**src/rtl/multicycle_control_unit_pkg.sv**
```systemverilog
// Shared types and encodings for the multi-cycle RV32I control unit:
// FSM states, opcodes, ALU codes and datapath mux selects.
package mcu_pkg;

  typedef enum logic [3:0] {
    S_FETCH,
    S_DECODE,
    S_MEMADR,
    S_MEMREAD,
    S_MEMWB,
    S_MEMWRITE,
    S_EXECR,
    S_EXECI,
    S_ALUWB,
    S_BRANCH,
    S_JAL,
    S_LUI,
    S_TRAP
  } mcu_state_e;

  localparam logic [6:0] OP_LOAD   = 7'b0000011;
  localparam logic [6:0] OP_STORE  = 7'b0100011;
  localparam logic [6:0] OP_R      = 7'b0110011;
  localparam logic [6:0] OP_IMM    = 7'b0010011;
  localparam logic [6:0] OP_BRANCH = 7'b1100011;
  localparam logic [6:0] OP_JAL    = 7'b1101111;
  localparam logic [6:0] OP_LUI    = 7'b0110111;

  localparam logic [3:0] ALU_ADD  = 4'b0000;
  localparam logic [3:0] ALU_SUB  = 4'b0001;
  localparam logic [3:0] ALU_AND  = 4'b0010;
  localparam logic [3:0] ALU_OR   = 4'b0011;
  localparam logic [3:0] ALU_XOR  = 4'b0100;
  localparam logic [3:0] ALU_SLT  = 4'b0101;
  localparam logic [3:0] ALU_SLL  = 4'b0110;
  localparam logic [3:0] ALU_SRL  = 4'b0111;
  localparam logic [3:0] ALU_SRA  = 4'b1000;
  localparam logic [3:0] ALU_SLTU = 4'b1001;

  localparam logic [1:0] ALUOP_ADD   = 2'b00;
  localparam logic [1:0] ALUOP_SUB   = 2'b01;
  localparam logic [1:0] ALUOP_FUNCT = 2'b10;

  localparam logic [1:0] RES_ALUOUT = 2'b00;
  localparam logic [1:0] RES_RDATA  = 2'b01;
  localparam logic [1:0] RES_ALU    = 2'b10;

  localparam logic [1:0] SRCA_PC    = 2'b00;
  localparam logic [1:0] SRCA_OLDPC = 2'b01;
  localparam logic [1:0] SRCA_RS1   = 2'b10;
  localparam logic [1:0] SRCA_ZERO  = 2'b11;

  localparam logic [1:0] SRCB_RS2   = 2'b00;
  localparam logic [1:0] SRCB_IMM   = 2'b01;
  localparam logic [1:0] SRCB_FOUR  = 2'b10;

  localparam logic [2:0] IMM_I = 3'b000;
  localparam logic [2:0] IMM_S = 3'b001;
  localparam logic [2:0] IMM_B = 3'b010;
  localparam logic [2:0] IMM_J = 3'b011;
  localparam logic [2:0] IMM_U = 3'b100;

  function automatic logic [2:0] imm_src_for(input logic [6:0] op);
    logic [2:0] sel;
    sel = IMM_I;
    case (op)
      OP_STORE:  sel = IMM_S;
      OP_BRANCH: sel = IMM_B;
      OP_JAL:    sel = IMM_J;
      OP_LUI:    sel = IMM_U;
      default:   sel = IMM_I;
    endcase
    return sel;
  endfunction

endpackage

```
**src/rtl/multicycle_control_unit_if.sv**
```systemverilog
// Control/datapath bundle: the control unit is the master, the datapath
// (instruction fields, flags, memory ready) is the slave.
interface multicycle_control_unit_if #(
  parameter int ALU_CTRL_W = 4
);
  logic [6:0]            op;
  logic [2:0]            funct3;
  logic [6:0]            funct7;
  logic                  zero;
  logic                  mem_ready;
  logic                  pc_write;
  logic                  ir_write;
  logic                  adr_src;
  logic                  mem_read;
  logic                  mem_write;
  logic                  reg_write;
  logic [1:0]            result_src;
  logic [1:0]            alu_src_a;
  logic [1:0]            alu_src_b;
  logic [2:0]            imm_src;
  logic [ALU_CTRL_W-1:0] alucontrol;
  logic                  illegal_instr;

  modport master (
    input  op, funct3, funct7, zero, mem_ready,
    output pc_write, ir_write, adr_src, mem_read, mem_write, reg_write,
           result_src, alu_src_a, alu_src_b, imm_src, alucontrol, illegal_instr
  );

  modport slave (
    output op, funct3, funct7, zero, mem_ready,
    input  pc_write, ir_write, adr_src, mem_read, mem_write, reg_write,
           result_src, alu_src_a, alu_src_b, imm_src, alucontrol, illegal_instr
  );
endinterface

```
**src/rtl/multicycle_control_unit_alu_decoder.sv**
```systemverilog
// Combinational ALU decoder: maps aluop plus instruction fields to the
// ALU operation code, zero-extended to the configured width.
module mc_alu_decoder
  import mcu_pkg::*;
#(
  parameter int ALU_CTRL_W = 4
) (
  input  logic [1:0]            aluop,
  input  logic [2:0]            funct3,
  input  logic                  funct7_b5,
  input  logic [6:0]            op,
  output logic [ALU_CTRL_W-1:0] alucontrol
);

  logic [3:0] code;

  always_comb begin
    code = ALU_ADD;
    case (aluop)
      ALUOP_SUB: code = ALU_SUB;
      ALUOP_FUNCT: begin
        case (funct3)
          // funct7[5] on OP-IMM add is immediate data, so only R-type subtracts
          3'b000:  code = (op == OP_R && funct7_b5) ? ALU_SUB : ALU_ADD;
          3'b001:  code = ALU_SLL;
          3'b010:  code = ALU_SLT;
          3'b011:  code = ALU_SLTU;
          3'b100:  code = ALU_XOR;
          3'b101:  code = funct7_b5 ? ALU_SRA : ALU_SRL;
          3'b110:  code = ALU_OR;
          default: code = ALU_AND;
        endcase
      end
      default: code = ALU_ADD;
    endcase
  end

  assign alucontrol = ALU_CTRL_W'(code);

endmodule

```
**src/rtl/multicycle_control_unit.sv**
```systemverilog
// Multi-cycle RV32I control unit: Moore FSM sequencing fetch/decode/execute/
// memory/writeback, with registered per-state outputs and a sticky trap.
module multicycle_control_unit
  import mcu_pkg::*;
#(
  parameter int ALU_CTRL_W  = 4,
  parameter int MEM_WAIT_EN = 1,
  parameter int LUI_EN      = 1
) (
  input  logic                        clk,
  input  logic                        rst_n,
  multicycle_control_unit_if.master   bus
);

  mcu_state_e state_q, state_d;
  logic       mem_read_q, mem_read_d;
  logic       mem_write_q, mem_write_d;
  logic       reg_write_q, reg_write_d;
  logic       adr_src_q, adr_src_d;
  logic [1:0] result_src_q, result_src_d;
  logic [1:0] src_a_q, src_a_d;
  logic [1:0] src_b_q, src_b_d;
  logic [1:0] aluop_q, aluop_d;
  logic       branch_q, branch_d;
  logic       jal_q, jal_d;
  logic       illegal_q, illegal_d;

  logic mem_ok;
  logic fetch_done;
  logic branch_ok;
  logic funct7_b5;

  assign mem_ok    = (MEM_WAIT_EN != 0) ? bus.mem_ready : 1'b1;
  assign branch_ok = (bus.funct3[2:1] == 2'b00);
  assign funct7_b5 = bus.funct7[5];

  always_comb begin
    state_d = state_q;
    case (state_q)
      S_FETCH:    if (mem_ok) state_d = S_DECODE;
      S_DECODE: begin
        case (bus.op)
          OP_LOAD, OP_STORE: state_d = S_MEMADR;
          OP_R:              state_d = S_EXECR;
          OP_IMM:            state_d = S_EXECI;
          OP_BRANCH:         state_d = S_BRANCH;
          OP_JAL:            state_d = S_JAL;
          OP_LUI:            state_d = (LUI_EN != 0) ? S_LUI : S_TRAP;
          default:           state_d = S_TRAP;
        endcase
      end
      S_MEMADR:   state_d = (bus.op == OP_LOAD) ? S_MEMREAD : S_MEMWRITE;
      S_MEMREAD:  if (mem_ok) state_d = S_MEMWB;
      S_MEMWB:    state_d = S_FETCH;
      S_MEMWRITE: if (mem_ok) state_d = S_FETCH;
      S_EXECR:    state_d = S_ALUWB;
      S_EXECI:    state_d = S_ALUWB;
      S_ALUWB:    state_d = S_FETCH;
      S_BRANCH:   state_d = branch_ok ? S_FETCH : S_TRAP;
      S_JAL:      state_d = S_ALUWB;
      S_LUI:      state_d = S_ALUWB;
      default:    state_d = S_TRAP;
    endcase
  end

  // Outputs are decoded from the state about to be entered so each one is a flop.
  always_comb begin
    mem_read_d   = 1'b0;
    mem_write_d  = 1'b0;
    reg_write_d  = 1'b0;
    adr_src_d    = 1'b0;
    result_src_d = RES_ALUOUT;
    src_a_d      = SRCA_PC;
    src_b_d      = SRCB_RS2;
    aluop_d      = ALUOP_ADD;
    branch_d     = 1'b0;
    jal_d        = 1'b0;
    illegal_d    = 1'b0;
    case (state_d)
      S_FETCH: begin
        mem_read_d   = 1'b1;
        src_b_d      = SRCB_FOUR;
        result_src_d = RES_ALU;
      end
      S_DECODE: begin
        src_a_d = SRCA_OLDPC;
        src_b_d = SRCB_IMM;
      end
      S_MEMADR: begin
        src_a_d = SRCA_RS1;
        src_b_d = SRCB_IMM;
      end
      S_MEMREAD: begin
        adr_src_d  = 1'b1;
        mem_read_d = 1'b1;
      end
      S_MEMWB: begin
        result_src_d = RES_RDATA;
        reg_write_d  = 1'b1;
      end
      S_MEMWRITE: begin
        adr_src_d   = 1'b1;
        mem_write_d = 1'b1;
      end
      S_EXECR: begin
        src_a_d = SRCA_RS1;
        aluop_d = ALUOP_FUNCT;
      end
      S_EXECI: begin
        src_a_d = SRCA_RS1;
        src_b_d = SRCB_IMM;
        aluop_d = ALUOP_FUNCT;
      end
      S_ALUWB:  reg_write_d = 1'b1;
      S_BRANCH: begin
        src_a_d  = SRCA_RS1;
        aluop_d  = ALUOP_SUB;
        branch_d = 1'b1;
      end
      S_JAL: begin
        src_a_d = SRCA_OLDPC;
        src_b_d = SRCB_FOUR;
        jal_d   = 1'b1;
      end
      S_LUI: begin
        src_a_d = SRCA_ZERO;
        src_b_d = SRCB_IMM;
      end
      S_TRAP:   illegal_d = 1'b1;
      default:  illegal_d = 1'b1;
    endcase
  end

  // Reset values mirror FETCH so the muxes are already set when rst_n rises.
  always_ff @(posedge clk or negedge rst_n) begin
    if (!rst_n) begin
      state_q      <= S_FETCH;
      mem_read_q   <= 1'b1;
      mem_write_q  <= 1'b0;
      reg_write_q  <= 1'b0;
      adr_src_q    <= 1'b0;
      result_src_q <= RES_ALU;
      src_a_q      <= SRCA_PC;
      src_b_q      <= SRCB_FOUR;
      aluop_q      <= ALUOP_ADD;
      branch_q     <= 1'b0;
      jal_q        <= 1'b0;
      illegal_q    <= 1'b0;
    end else begin
      state_q      <= state_d;
      mem_read_q   <= mem_read_d;
      mem_write_q  <= mem_write_d;
      reg_write_q  <= reg_write_d;
      adr_src_q    <= adr_src_d;
      result_src_q <= result_src_d;
      src_a_q      <= src_a_d;
      src_b_q      <= src_b_d;
      aluop_q      <= aluop_d;
      branch_q     <= branch_d;
      jal_q        <= jal_d;
      illegal_q    <= illegal_d;
    end
  end

  mc_alu_decoder #(
    .ALU_CTRL_W (ALU_CTRL_W)
  ) u_alu_decoder (
    .aluop      (aluop_q),
    .funct3     (bus.funct3),
    .funct7_b5  (funct7_b5),
    .op         (bus.op),
    .alucontrol (bus.alucontrol)
  );

  // FETCH enables depend on mem_ready, so they are gated by rst_n explicitly.
  assign fetch_done = (state_q == S_FETCH) && mem_ok && rst_n;

  assign bus.ir_write      = fetch_done;
  assign bus.pc_write      = fetch_done | jal_q | (branch_q & branch_ok & (bus.zero ^ bus.funct3[0]));
  assign bus.mem_read      = mem_read_q & rst_n;
  assign bus.mem_write     = mem_write_q;
  assign bus.reg_write     = reg_write_q;
  assign bus.adr_src       = adr_src_q;
  assign bus.result_src    = result_src_q;
  assign bus.alu_src_a     = src_a_q;
  assign bus.alu_src_b     = src_b_q;
  assign bus.imm_src       = imm_src_for(bus.op);
  assign bus.illegal_instr = illegal_q;

endmodule

```
**src/flat_wrapper.sv**
```systemverilog
// flat-port wrapper written by rule: the top's interface ports become plain ports
module multicycle_control_unit_flat import mcu_pkg::*;
#(
  parameter int ALU_CTRL_W  = 4,
  parameter int MEM_WAIT_EN = 1,
  parameter int LUI_EN      = 1
)
  (clk, rst_n, bus_op, bus_funct3, bus_funct7, bus_zero, bus_mem_ready, bus_pc_write, bus_ir_write, bus_adr_src, bus_mem_read, bus_mem_write, bus_reg_write, bus_result_src, bus_alu_src_a, bus_alu_src_b, bus_imm_src, bus_alucontrol, bus_illegal_instr);
  multicycle_control_unit_if #(.ALU_CTRL_W(ALU_CTRL_W)) bus_i ();
  input  logic clk;
  input  logic rst_n;
  input wire logic [$bits(bus_i.op)-1:0] bus_op;
  input wire logic [$bits(bus_i.funct3)-1:0] bus_funct3;
  input wire logic [$bits(bus_i.funct7)-1:0] bus_funct7;
  input wire logic [$bits(bus_i.zero)-1:0] bus_zero;
  input wire logic [$bits(bus_i.mem_ready)-1:0] bus_mem_ready;
  output wire logic [$bits(bus_i.pc_write)-1:0] bus_pc_write;
  output wire logic [$bits(bus_i.ir_write)-1:0] bus_ir_write;
  output wire logic [$bits(bus_i.adr_src)-1:0] bus_adr_src;
  output wire logic [$bits(bus_i.mem_read)-1:0] bus_mem_read;
  output wire logic [$bits(bus_i.mem_write)-1:0] bus_mem_write;
  output wire logic [$bits(bus_i.reg_write)-1:0] bus_reg_write;
  output wire logic [$bits(bus_i.result_src)-1:0] bus_result_src;
  output wire logic [$bits(bus_i.alu_src_a)-1:0] bus_alu_src_a;
  output wire logic [$bits(bus_i.alu_src_b)-1:0] bus_alu_src_b;
  output wire logic [$bits(bus_i.imm_src)-1:0] bus_imm_src;
  output wire logic [$bits(bus_i.alucontrol)-1:0] bus_alucontrol;
  output wire logic [$bits(bus_i.illegal_instr)-1:0] bus_illegal_instr;
  assign bus_i.op = bus_op;
  assign bus_i.funct3 = bus_funct3;
  assign bus_i.funct7 = bus_funct7;
  assign bus_i.zero = bus_zero;
  assign bus_i.mem_ready = bus_mem_ready;
  assign bus_pc_write = bus_i.pc_write;
  assign bus_ir_write = bus_i.ir_write;
  assign bus_adr_src = bus_i.adr_src;
  assign bus_mem_read = bus_i.mem_read;
  assign bus_mem_write = bus_i.mem_write;
  assign bus_reg_write = bus_i.reg_write;
  assign bus_result_src = bus_i.result_src;
  assign bus_alu_src_a = bus_i.alu_src_a;
  assign bus_alu_src_b = bus_i.alu_src_b;
  assign bus_imm_src = bus_i.imm_src;
  assign bus_alucontrol = bus_i.alucontrol;
  assign bus_illegal_instr = bus_i.illegal_instr;
  multicycle_control_unit #(.ALU_CTRL_W(ALU_CTRL_W), .MEM_WAIT_EN(MEM_WAIT_EN), .LUI_EN(LUI_EN)) u_core (.clk(clk), .rst_n(rst_n), .bus(bus_i));
endmodule
```
**config.mk**
```make
export PLATFORM = sky130hd
export DESIGN_NAME = multicycle_control_unit_flat
export DESIGN_NICKNAME = d
export VERILOG_FILES = /design/src/rtl/multicycle_control_unit_pkg.sv /design/src/rtl/multicycle_control_unit_if.sv /design/src/rtl/multicycle_control_unit_alu_decoder.sv /design/src/rtl/multicycle_control_unit.sv /design/src/flat_wrapper.sv
export SDC_FILE = /design/constraint.sdc
export NUM_CORES = 1
export LEC_CHECK = 0
export BUFFER_PORTS_ARGS = -buffer_cell sky130_fd_sc_hd__buf_4
export CAP_MARGIN = 30
export CORE_MARGIN = 2
export CORE_UTILIZATION = 30
export CTS_CLUSTER_SIZE = 24
export DETAILED_ROUTE_END_ITERATION = 8
export HOLD_SLACK_MARGIN = 0.08
export PLACE_DENSITY = 0.53
export SLEW_MARGIN = 20
export SYNTH_ARGS = -nofsm -noshare
export SYNTH_HDL_FRONTEND = slang
export SYNTH_SLANG_ARGS = --single-unit
export TNS_END_PERCENT = 1
```
**constraint.sdc**
```tcl
create_clock -name clk -period 2.6 [get_ports clk]
set_clock_uncertainty 0.15 [all_clocks]
set_input_delay 0.52 -clock clk [delete_from_list [all_inputs] [get_ports clk]]
set_output_delay 0.52 -clock clk [all_outputs]
set_load 0.02 [all_outputs]
```
## Word-level counts from Yosys, hierarchy flattened

Cells that the tools add are included.

| word-level totals | value |
|---|---|
| register bits | 19 |
| word-level logic and storage cells | 97 |
| output and inout port bits | 20 |

| operators by class | value |
|---|---|
| equal/unequal tests | 37 |
| reduce and logical (&&, ||, !) cells | 19 |
| muxes and demuxes | 23 |
| bitwise operators | 6 |

Operators with widths:

| kind | number |
|---|---|
| 4-bit by 3-bit equality test with 1-bit output (second input constant) | 8 |
| 4-bit equality test (second input constant) | 8 |
| 4-bit one-hot mux with 8 select lines | 1 |
| 4-bit one-hot mux with 7 select lines | 1 |
| 4-bit one-hot mux with 6 select lines | 1 |
| 7-bit by 6-bit equality test with 1-bit output (second input constant) | 3 |
| 4-bit two-way mux | 5 |
| 4-bit by 2-bit equality test with 1-bit output (second input constant) | 4 |
| 2-bit OR reduction | 8 |
| 7-bit equality test (second input constant) | 2 |
| 2-bit one-hot mux with 2 select lines | 3 |
| 3-bit one-hot mux with 4 select lines | 1 |
| 12-bit OR reduction | 1 |
| 4-bit OR reduction | 3 |
| 3-bit equality test (second input constant) | 3 |
| 4-bit by 1-bit equality test with 1-bit output (second input constant) | 2 |
| 4-bit logical NOT | 2 |
| 1-bit two-way mux | 8 |
| 4-bit one-hot mux with 2 select lines | 1 |
| 7-bit by 2-bit equality test with 1-bit output (second input constant) | 1 |
| 7-bit by 5-bit equality test with 1-bit output (second input constant) | 1 |
| 3-bit by 2-bit equality test with 1-bit output (second input constant) | 2 |
| 2-bit one-hot mux with 3 select lines | 1 |
| 1-bit AND | 3 |
| other kinds (9) | 12 |

## Longest topological paths before layout

Gate-level depths: netlist of the first run.

| depth | value |
|---|---|
| word-level depth | 7 |
| depth in mapped cells | 9 |

## Hierarchy

From an unflattened synthesis of the first run, not the netlist that was laid out.

| unflattened totals | value |
|---|---|
| cells, all modules | 142 |
| area total of the unflattened synthesis | 1330.0 um^2 |

By module, submodules not included:

| module | times used | area an instance (um^2) | cells each |
|---|---|---|---|
| multicycle_control_unit | 1 | 1148.6 | 115 |
| mc_alu_decoder | 1 | 181.4 | 27 |

## Least setup slack after synthesis of the first run

Ideal clock, no wire load.

| path | value |
|---|---|
| kind | input-to-output |
| start point | in bus_op[6] |
| end point | out bus_alucontrol[0] |
| arrival time | 1.543 ns |
| stages | 5 |
| buffers on the path | 0 |
| setup slack | 0.387 ns |
| cell sequence | nand4bb_4 or2_1 o21ai_0 a21oi_1 nor2_1 |

| on the way | value |
|---|---|
| cells in the longest elaborated chain, start to end | 5 |

Ends and longest elaborated chain:

| item | line | source |
|---|---|---|
| from (decl) | flat_wrapper.sv:12 | `input wire logic [$bits(bus_i.op)-1:0] bus_op;` |
| 7-bit by 6-bit equality test with 1-bit output | multicycle_control_unit_alu_decoder.sv:24 | `3'b000: code = (op == OP_R && funct7_b5) ? ALU_SUB : ALU_ADD;` |
| 1-bit logical AND | multicycle_control_unit_alu_decoder.sv:24 |  |
| 1-bit two-way mux | multicycle_control_unit_alu_decoder.sv:24 |  |
| 4-bit one-hot mux with 7 select lines | multicycle_control_unit_alu_decoder.sv:22 | `case (funct3)` |
| 4-bit one-hot mux with 2 select lines | multicycle_control_unit_alu_decoder.sv:19 | `case (aluop)` |
| to (decl) | flat_wrapper.sv:27 | `output wire logic [$bits(bus_i.alucontrol)-1:0] bus_alucontrol;` |

Every way passes these cells.

## Worst setup path after layout of the first run

Ends and elaborated chain as after synthesis.

==> results of run 1 <==
==> final timing paths <==
| path | slack, ns | startpoint | cells past startpoint | endpoint |
|---|---|---|---|---|
| setup / recovery | 0.27 | bus_op[6] | 7 | bus_alucontrol[0] |
| min in group clk | 0.37 | bus_op[2] | 2 | u_core.aluop_q[1] |
| hold reg to reg | 0.50 | u_core.state_q[0] | 2 | u_core.bus.result_src[0] |
| hold / removal | 0.23 | rst_n | 2 | u_core.bus.result_src[0] |
| max in group asynchronous | 1.84 | rst_n | 2 | u_core.bus.alu_src_b[1] |
| setup reg to reg | 0.59 | u_core.state_q[1] | 7 | u_core.bus.alu_src_a[1] |
==> critical path, delay by kind of cell <==
kind / cells / cell delay (ns)
buffers and inverters: 2 / 0.28
AO/OA/AOI/OAI: 2 / 0.30
AND/OR/NAND/NOR: 3 / 0.56
==> flip-flops by register name, indices dropped and copies added (netlist names), 2 cells and up <==
| name | flops |
|---|---|
| u_core.aluop_q | 2 |
| u_core.bus.alu_src_a | 2 |
| u_core.bus.alu_src_b | 2 |
| u_core.bus.result_src | 2 |
| u_core.state_q | 4 |
==> cell type report <==
cell class                 count  area [sq um]  share of cell area (%)
clock buffer                   4          45.0                    2.78
inverter                       7          26.3                    1.62
multi-input combinational    103           696                    42.9
sequential                    19           479                    29.6
tap                           50          62.6                    3.86
timing repair buffer          37           313                    19.3
==> kinds of logic after synthesis <==
kind of cell	count (synthesis)	share of synthesized area, %
flip-flops	19	39.2
AO/OA/AOI/OAI	29	17.6
XOR/XNOR	4	2.87
AND/OR/NAND/NOR	67	33.6
buffers and inverters	10	3.79
multiplexers	1	0.820
adder cells (fa/ha/maj)	2	2.05
==> cell usage after synthesis, types with 3 or more instances <==
| master | instances |
|---|---|
| a21oi_1 | 10 |
| inv_1 | 6 |
| nand3_1 | 5 |
| dfrtp_1 | 16 |
| xor2_1 | 3 |
| nor2b_1 | 3 |
| nand2_1 | 13 |
| nand2b_1 | 3 |
| nor3_1 | 7 |
| o21ai_1 | 3 |
| o21ai_0 | 6 |
| dfstp_2 | 3 |
| nor2_1 | 14 |
==> routing by layer <==
layer,track usage [%],vias up
met5,0,-
met4,1.00,0
met3,3.67,0
met2,19.9,21
met1,15.5,490
li1,-,539
==> metrics by stage <==
step / instance area, sq um / setup WS [ns] / total power (uW) / util, %
4_1_cts: 1580 / 0.0260 / 1310 / 39.8
5_1_grt: 1620 / 0.108 / 1410 / 40.8
6_report: 1620 / 0.267 / 1300 / 40.8
3_5_place_dp: 1530 / 0.261 / 1110 / 38.4
3_3_place_gp: 1530 / 0.280 / 1100 / 38.4
2_1_floorplan: 1220 / 0.387 / 910 / -
==> power groups by stage <==
| stage | combinational (uW) | sequential [uW] | clock, uW |
|---|---|---|---|
| 4_1_cts | 647 | 462 | 205 |
| 5_1_grt | 714 | 475 | 222 |
| 6_report | 644 | 462 | 198 |
| 3_5_place_dp | 642 | 466 | 0 |
| 2_1_floorplan | 384 | 525 | 0 |
| 3_3_place_gp | 632 | 464 | 0 |
==> timing repair <==
action,4_1_cts,5_1_grt
endpoints found under the setup margin,0,1
gates resized for setup,0,4
hold endpoints to repair,16,0
hold buffers,1,0
==> impl_results.md, run 1 <==
* I/O Buffers at 34
* Setup violators final at 0
* Initial antenna violation count at 0
* Status: finished, final reports clean
* Tot GR Track Use at 11.8%
* Total CTS buffers at 3
* Clk pin slew, worst setup/hold paths at 0.07 ns
* FF+latch count, synth at 19
* HPWL after DPL at 2.09 mm
* Post-synth EDFFs at 0
* Core area at 3970 sq um
* Layout area overhead at 32.8%
* Internal power at 785 uW
* Slew headroom at 73.3%
* Critical path data required time at 1.93 ns
* Routed wl met2 at 1.29 mm
* Period utilisation layout at 89.7%
* Slowest-stage cell, CP: or2_1
* DRT antenna net count at 0
* CTS tree: done
* Most frequent CP cell: buf_4
* Non-filler cells, final at 220
* Number of global-route vias before repair at 932
* Mapped Nets at 155
* Async S/R FF share, synth at 100%
* Syn Area/Cell at 9.25 sq um
* Max Used Layer: met3
* GR Overflow Total at 0
* Cells after DPL at 214
* # rows at 23
* Commonest non-fill, non-tap cell in the layout: buf_4
* Setup tns final at 0 ns
* PwrDens at 805 nW/um^2
* Avg WL per Cell at 12.0 um
* CTS root buf: clkbuf_8
* Post-synth top area share at 32.8%
* Die H at 67.8 um
* Htree depth at 1
* Final hold vios at 0
* CTS max path bufs at 2
* Number of clock sinks at 19
* Ys Warns at 0
* Layout cells sized above 1 at 34.1%
* Mapped Cells at 132
* Slowest stage delay, CP at 0.26 ns
* Cell variety after synth at 47
* P_leak at 0.000750 uW
* Psw at 520 uW
* Vias at 1050
* Switch share at 39.9%
* Gate power share at 49.4%
* Largest net degree at the start of global routing at 22
* CP Class: in2out
* Post-CTS Setup Bufs at 0
* Drt first-iter violations at 23
* Ys flop type: dfrtp_1
* Synth area leaders: dfrtp_1, dfstp_2, nor2_1
* Die Area at 4600 sq um
* Met1 Wirelength at 1.23 mm
* Part of the Yosys area used for sequential elements at 39.2%
* Worst Path Max Fanout at 5
* Crit start category: input port
* Residual DRC at 0
* Netlist Area Pre-Place at 1220 sq um
* Number of max-cap violations at 0
* Met3 Routed Length at 110 um
* Hold WC Path Type: in2async
* Final net count at 194
* Fillcell total at 403
* Most frequent cells in the layout: buf_4, dfrtp_1, nor2_1, nand2_1, a21oi_1
* Yosys top cell by area: dfrtp_1
* Max Slew Vio Count at 0
* Clock Latency Late Sink at 0.25 ns
* Drt total wl at 2.63 mm
* Crit path cell chain: buf_4, nand4bb_4, or2_1, o21ai_0, a21oi_1, nor2_1, buf_4
* Boundary Pins at 41
* Slew @ Worst Pin at 0.397 ns
* Flop pwr share at 35.4%
* Peak supply drop at 0.386 mV
* WHS at 0.228 ns
* Routability Congestion at 0.867
* Power share of the clock group at 15.2%
* Starting density of the core at 30.7%
* Arrival @ worst endpoint at 1.66 ns
* Ant. Diodes at 0
* Die span in x at 67.8 um
* Final worst path period need at 2.33 ns
* Unrepaired setup endpoints after global routing: false
* Drt first pass iters at 4
* Max Fclk at 0.429 GHz
* Vias per cell at 4.77
* Global-route wire length before repair at 4.18 mm
* Setup crit end kind: primary output
No activity file was read; power rests on OpenSTA's default activity.
==> run 2: changes to the inputs <==
==> constraint.sdc (replaced) <==
create_clock -name clk -period 2.6 [get_ports clk]
set_clock_uncertainty 0.15 [all_clocks]
set_input_delay 0.13 -clock clk [delete_from_list [all_inputs] [get_ports clk]]
set_output_delay 0.13 -clock clk [all_outputs]
set_load 0.02 [all_outputs]
==> run 2 against run 1 <==
Net effect: clock power about the same; sequential cell count unchanged; combinational power down 1%; sequential power about the same; fmax increased by 12%; via count is 3.2% higher; final cell count stayed put; worst hold slack worse by 0.14 ns; design area is 1.7% lower; utilization is 0.69 points lower; highest routed layer is now met4.
==> impl_results.md, run 2 (synthesis gave the netlist of run 1 again) <==
* Slew headroom at 73.0% (-0.21 points)
* R2r setup slk at 0.57 ns (-0.02 ns)
* Met1 Wirelength at 1.23 mm (-0.16%)
* CP top delay family: simple AND/OR/NAND/NOR gates
* CP Class: in2reg
* Drt total wl at 2.60 mm (-1.3%)
* Worst Path Max Fanout at 10 (+5)
* FF-to-FF Start: u_core.state_q[1]
* DRT antenna net count at 0 (unchanged)
* Final hold vios at 0 (unchanged)
* Vias per cell at 4.93 (+3.2%)
* Number of global-route vias before repair at 946 (+1.5%)
* Number of max-cap violations at 0 (unchanged)
* Met3 Routed Length at 113 um (+2.7%)
* Internal power at 780 uW (-0.53%)
* Setup violators final at 0 (unchanged)
* Flop pwr share at 35.7% (+0.3 points)
* Initial antenna violation count at 0 (unchanged)
* Peak supply drop at 0.405 mV (+4.9%)
* Worst Setup SP: bus_op[2]
* Critical path data required time at 2.63 ns (+0.70 ns)
* Reg with most FFs: u_core.state_q
* Max Used Layer: met4
* Starting density of the core at 30.7% (unchanged)
* Setup crit end kind: flip-flop
* Final net count at 194 (unchanged)
* PwrDens at 813 nW/um^2 (+1.0%)
* Residual DRC at 0 (unchanged)
* Worst Path Buf+Inv at 2 (unchanged)
* Routed wl met2 at 1.24 mm (-4.2%)
* Setup tns final at 0 ns (unchanged)
* Largest net degree at the start of global routing at 22 (unchanged)
* Switch share at 39.7% (-0.11 points)
* Layout area overhead at 30.5%
* Critical R2R Capture: u_core.bus.reg_write
* Drt first-iter violations at 25 (+8.7%)
* Crit start category: input port
* Routability Congestion at 0.869 (+0.23%)
* Die span in x at 67.8 um (unchanged)
* Crit path cell chain: dlygate4sd3_1, buf_4, or3_1, o31ai_2, nand3_2, nand3_1, o21a_1, o21ai_1, nor3b_2
* Period utilisation layout at 80.2% (-9.5 points)
* CTS tree: done
* Psw at 515 uW (-0.98%)
* P_leak at 0.000729 uW (-2.9%)
* R2R cell count at 7 (unchanged)
* Max reg flops at 4 (unchanged)
* Avg WL per Cell at 11.8 um (-1.3%)
* Clock Latency Late Sink at 0.25 ns (about the same)
* Tot GR Track Use at 11.8% (+0.012 points)
* Status: finished, final reports clean
* Vias at 1084 (+3.2%)
* CP Depth at 9 (+2)
* Power share of the clock group at 15.2% (about the same)
* # rows at 23 (unchanged)
* Core area at 3970 sq um (unchanged)
* Final worst path period need at 2.08 ns (-0.248 ns)
* CTS max path bufs at 2 (unchanged)
* Slowest-stage cell, CP: dlygate4sd3_1
* Max Fclk at 0.480 GHz (+12%)
* Most frequent cells in the layout: buf_4, dfrtp_1, nor2_1, nand2_1, a21oi_1
* Post-CTS sizing at 0 (unchanged)
* Arrival @ worst endpoint at 2.11 ns (+0.45 ns)
* Worst setup path end: u_core.bus.alu_src_b[0]
* Global-route wire length before repair at 4.19 mm (+0.17%)
* Hold path depth at 2
* Slew @ Worst Pin at 0.400 ns (+0.00312 ns)
* Die Area at 4600 sq um (unchanged)
* Number of clock sinks at 19 (unchanged)
* CTS root buf: clkbuf_8
* Clk pin slew, worst setup/hold paths at 0.07 ns (about the same)
* Layout cells sized above 1 at 32.9% (-1.2 points)
* Unrepaired setup endpoints after global routing: false
* Die H at 67.8 um (unchanged)
* Drt first pass iters at 4 (unchanged)
* Fillcell total at 415 (+3.0%)
* Htree depth at 1 (unchanged)
* HPWL after DPL at 2.04 mm (-2.2%)
* Gate power share at 49.1% (-0.3 points)
* Hold WC Path Type: in2reg
* Slowest stage delay, CP at 0.53 ns (+0.27 ns)
* Boundary Pins at 41 (unchanged)
* Total Power at 1300 uW (-0.71%)
* GR Overflow Total at 0 (unchanged)
* Ant. Diodes at 0 (unchanged)
* I/O Buffers at 34 (unchanged)
* Commonest non-fill, non-tap cell in the layout: buf_4
* Total CTS buffers at 3 (unchanged)
* Max Slew Vio Count at 0 (unchanged)
[run 2: cell count changes in the layout (fill, tap and decap cells not counted), sizes merged]
cell,before,now
dlymetal6s4s,1,0
clkbuf,5,4
dlygate4sd3,0,3
buf,35,34
[run 2: layout make-up]
class	instances	area, sq um	share of cell area (%)
tap	50	62.6	3.92
timing repair buffer	37	285	17.9
inverter	7	26.3	1.65
sequential	19	479	30.1
multi-input combinational	103	696	43.6
clock buffer	4	45.0	2.83
[run 2: layer usage]
metal | vias up | track usage (%)
li1 | 543 | -
met1 | 511 | 15.8
met2 | 28 | 19.4
met3 | 2 | 3.00
met4 | 0 | 2.50
met5 | - | 0
[run 2: per-stage QoR]
| stage | hold slack, ns | utilization (%) | area (sq um) | setup slack, ns | instances |
|---|---|---|---|---|---|
| after floorplan | -0.316 | - | 1220 | 0.785 | 132 |
| after global placement | -0.136 | 38.2 | 1520 | 0.574 | 213 |
| after detailed placement | -0.127 | 38.2 | 1520 | 0.598 | 213 |
| after CTS | 0.0851 | 40.1 | 1590 | 0.491 | 220 |
| after global routing | 0.0850 | 40.1 | 1590 | 0.363 | 220 |
| final | 0.0869 | 40.1 | 1590 | 0.515 | 220 |
[run 2: worst min-delay path by stage]
stage                   start                      end  slack [ns]
global route        bus_op[4]        u_core.aluop_q[1]        0.09
global placement        rst_n  u_core.bus.alu_src_a[0]       -0.14
CTS                 bus_op[4]        u_core.aluop_q[1]        0.09
detailed placement      rst_n     u_core.bus.mem_write       -0.13
floorplan               rst_n        u_core.aluop_q[0]       -0.32
finish              bus_op[4]        u_core.aluop_q[1]        0.09
[run 2: repair_timing]
| item | 4_1_cts | 5_1_grt |
|---|---|---|
| hold endpoints to repair | 21 | 0 |
| hold buffers | 3 | 0 |
| setup buffers | 0 | 0 |
[run 2: power by group through the flow]
stage | Sequential [uW] | Combinational [uW] | Clock, uW
CTS | 462 | 644 | 203
finish | 462 | 636 | 197
global placement | 464 | 631 | 0
floorplan | 525 | 384 | 0
detailed placement | 466 | 637 | 0
global route | 476 | 701 | 218
==> run 3: changes to the inputs <==
clock period = 2 ns   (was 2.6 ns; I/O delays follow)
==> run 3 against run 2 <==
Net effect: final cell count grew 1.8%; critical path depth decreased by 2; combinational power grew 37%; count of clock-buffer cells in the layout unchanged; non-clock buffer count grew 4; utilization increased by 1.0 points; sequential share of layout area decreased by 0.76 points; global-route usage up 0.33 points; largest cell class unchanged.
==> impl_results.md, run 3 (synthesis gave the netlist of run 1 again) <==
* Status: finished, final reports clean
* Clk pin slew, worst setup/hold paths at 0.06 ns (about the same)
* Worst Setup SP: u_core.state_q[2]
* Setup violators final at 0 (unchanged)
* Final net count at 198 (+2.1%)
* Routability Congestion at 0.876 (+0.85%)
* Number of global-route vias before repair at 979 (+3.5%)
* CTS max path bufs at 2 (unchanged)
* CP Class: reg2reg
* Fin worst setup slack at 0.101 ns (-0.415 ns)
* Layout cells sized above 1 at 34.5% (+1.5 points)
* Crit start category: flip-flop
* WHS at 0.111 ns (+0.0242 ns)
* Setup crit end kind: flip-flop
* # rows at 23 (unchanged)
* Die H at 67.8 um (unchanged)
* Setup tns final at 0 ns (unchanged)
* Final hold vios at 0 (unchanged)
* Period utilisation layout at 95.0%
* Global-route wire length before repair at 4.33 mm (+3.3%)
* Most frequent cells in the layout: buf_4, dfrtp_1, nor2_1, nand2_1, a21oi_1
* Slew @ Worst Pin at 0.420 ns (+0.0203 ns)
* Boundary Pins at 41 (unchanged)
* I/O Buffers at 34 (unchanged)
* Total CTS buffers at 3 (unchanged)
* Total Power at 1720 uW (+33%)
* GR Overflow Total at 0 (unchanged)
* Arrival @ worst endpoint at 1.92 ns (-0.19 ns)
* Hold WC Path Type: in2async
* Avg WL per Cell at 12.0 um (+1.7%)
* Vias per cell at 4.84 (-1.7%)
* Max Slew Vio Count at 0 (unchanged)
* Slew headroom at 71.7% (-1.4 points)
* Die span in x at 67.8 um (unchanged)
* Final worst path period need at 1.90 ns
* Initial antenna violation count at 0 (unchanged)
* Htree depth at 1 (unchanged)
* Post-CTS Setup Bufs at 0 (unchanged)
* Tot GR Track Use at 12.2% (+0.33 points)
* Die Area at 4600 sq um (unchanged)
* Peak supply drop at 0.765 mV (+89%)
* Residual DRC at 0 (unchanged)
* Critical path data required time at 2.02 ns (-0.61 ns)
* Max reg flops at 4 (unchanged)
* Ant. Diodes at 0 (unchanged)
* Worst Path Max Fanout at 8 (-2)
* FF-to-FF Start: u_core.state_q[2]
* DRT antenna net count at 0 (unchanged)
* Drt first-iter violations at 37 (+48%)
* Reg with most FFs: u_core.state_q
* Number of max-cap violations at 0 (unchanged)
* PwrDens at 1050 nW/um^2 (+29%)
* Starting density of the core at 30.7% (unchanged)
* Vias at 1085 (+0.092%)
* Drt total wl at 2.69 mm (+3.5%)
* P_leak at 0.000750 uW (+3.0%)
* Post-place setup slack at 0.0999 ns (-0.498 ns)
* Layout area overhead at 33.9%
* Largest net degree at the start of global routing at 22 (unchanged)
* Commonest non-fill, non-tap cell in the layout: buf_4
* Number of clock sinks at 19 (unchanged)
* CTS tree: done
* Max Fclk at 0.526 GHz
* Core area at 3970 sq um (unchanged)
* CTS root buf: clkbuf_8
* Clock Latency Late Sink at 0.25 ns (about the same)
* Drt first pass iters at 4 (unchanged)
* HPWL after DPL at 2.07 mm (+1.2%)
==> run 3: changes by cell type in the layout (fill, tap and decap cells not counted), sizes merged <==
cell,previous run,this run
buf,34,37
dlygate4sd3,3,4
==> run 3: path summary, 6_finish.rpt <==
check                                                end  slack [ns]  depth (start not counted)
worst min register to register  u_core.bus.result_src[0]        0.53                          3
worst max-delay path             u_core.bus.alu_src_a[1]        0.10                          7
max in group asynchronous              u_core.mem_read_q        1.33                          2
worst max register to register   u_core.bus.alu_src_a[1]        0.10                          7
worst min-delay path                  u_core.bus.adr_src        0.11                          2
min in group clk                       u_core.state_q[0]        0.12                          4
==> run 3: power breakdown <==
group	switching [uW]	internal, uW
Combinational	502	369
Clock	114	141
Sequential	72.7	521
==> run 3: timing repair <==
action,in CTS,in global routing
endpoints found under the setup margin,0,6
hold endpoints to repair,22,0
gates resized for setup,0,2
hold buffers,4,0
==> run 3: critical path, cell delays in order (launching register included) <==
cell	delay (ns)
dfrtp_1	0.53
nor3b_1	0.23
a21oi_1	0.06
nor3b_1	0.28
a211oi_2	0.07
o311a_4	0.17
nand2_2	0.11
mux2i_1	0.21
==> run 3: routing by layer <==
layer / share of wire (%) / track usage (%) / wire length [um] / up-vias
met5: 0 / 0 / 0 / -
met1: 45 / 16.1 / 1210 / 503
li1: - / - / - / 552
met4: 0 / 1.50 / 0 / 0
met2: 50 / 20.7 / 1340 / 30
met3: 5.2 / 3.00 / 141 / 0
==> run 3: metrics by stage <==
stage / util, % / area (sq um) / instances
after floorplan: - / 1220 / 132
after global placement: 38.8 / 1540 / 216
after detailed placement: 38.8 / 1540 / 216
after CTS: 41.0 / 1630 / 224
after global routing: 41.2 / 1640 / 224
final: 41.2 / 1640 / 224
==> run 3: layout make-up <==
type | count | area (sq um)
fill | 409 | 2340
multi-input combinational | 103 | 704
sequential | 19 | 479
timing repair buffer | 41 | 318
tap | 50 | 62.6
clock buffer | 4 | 45.0
inverter | 7 | 26.3
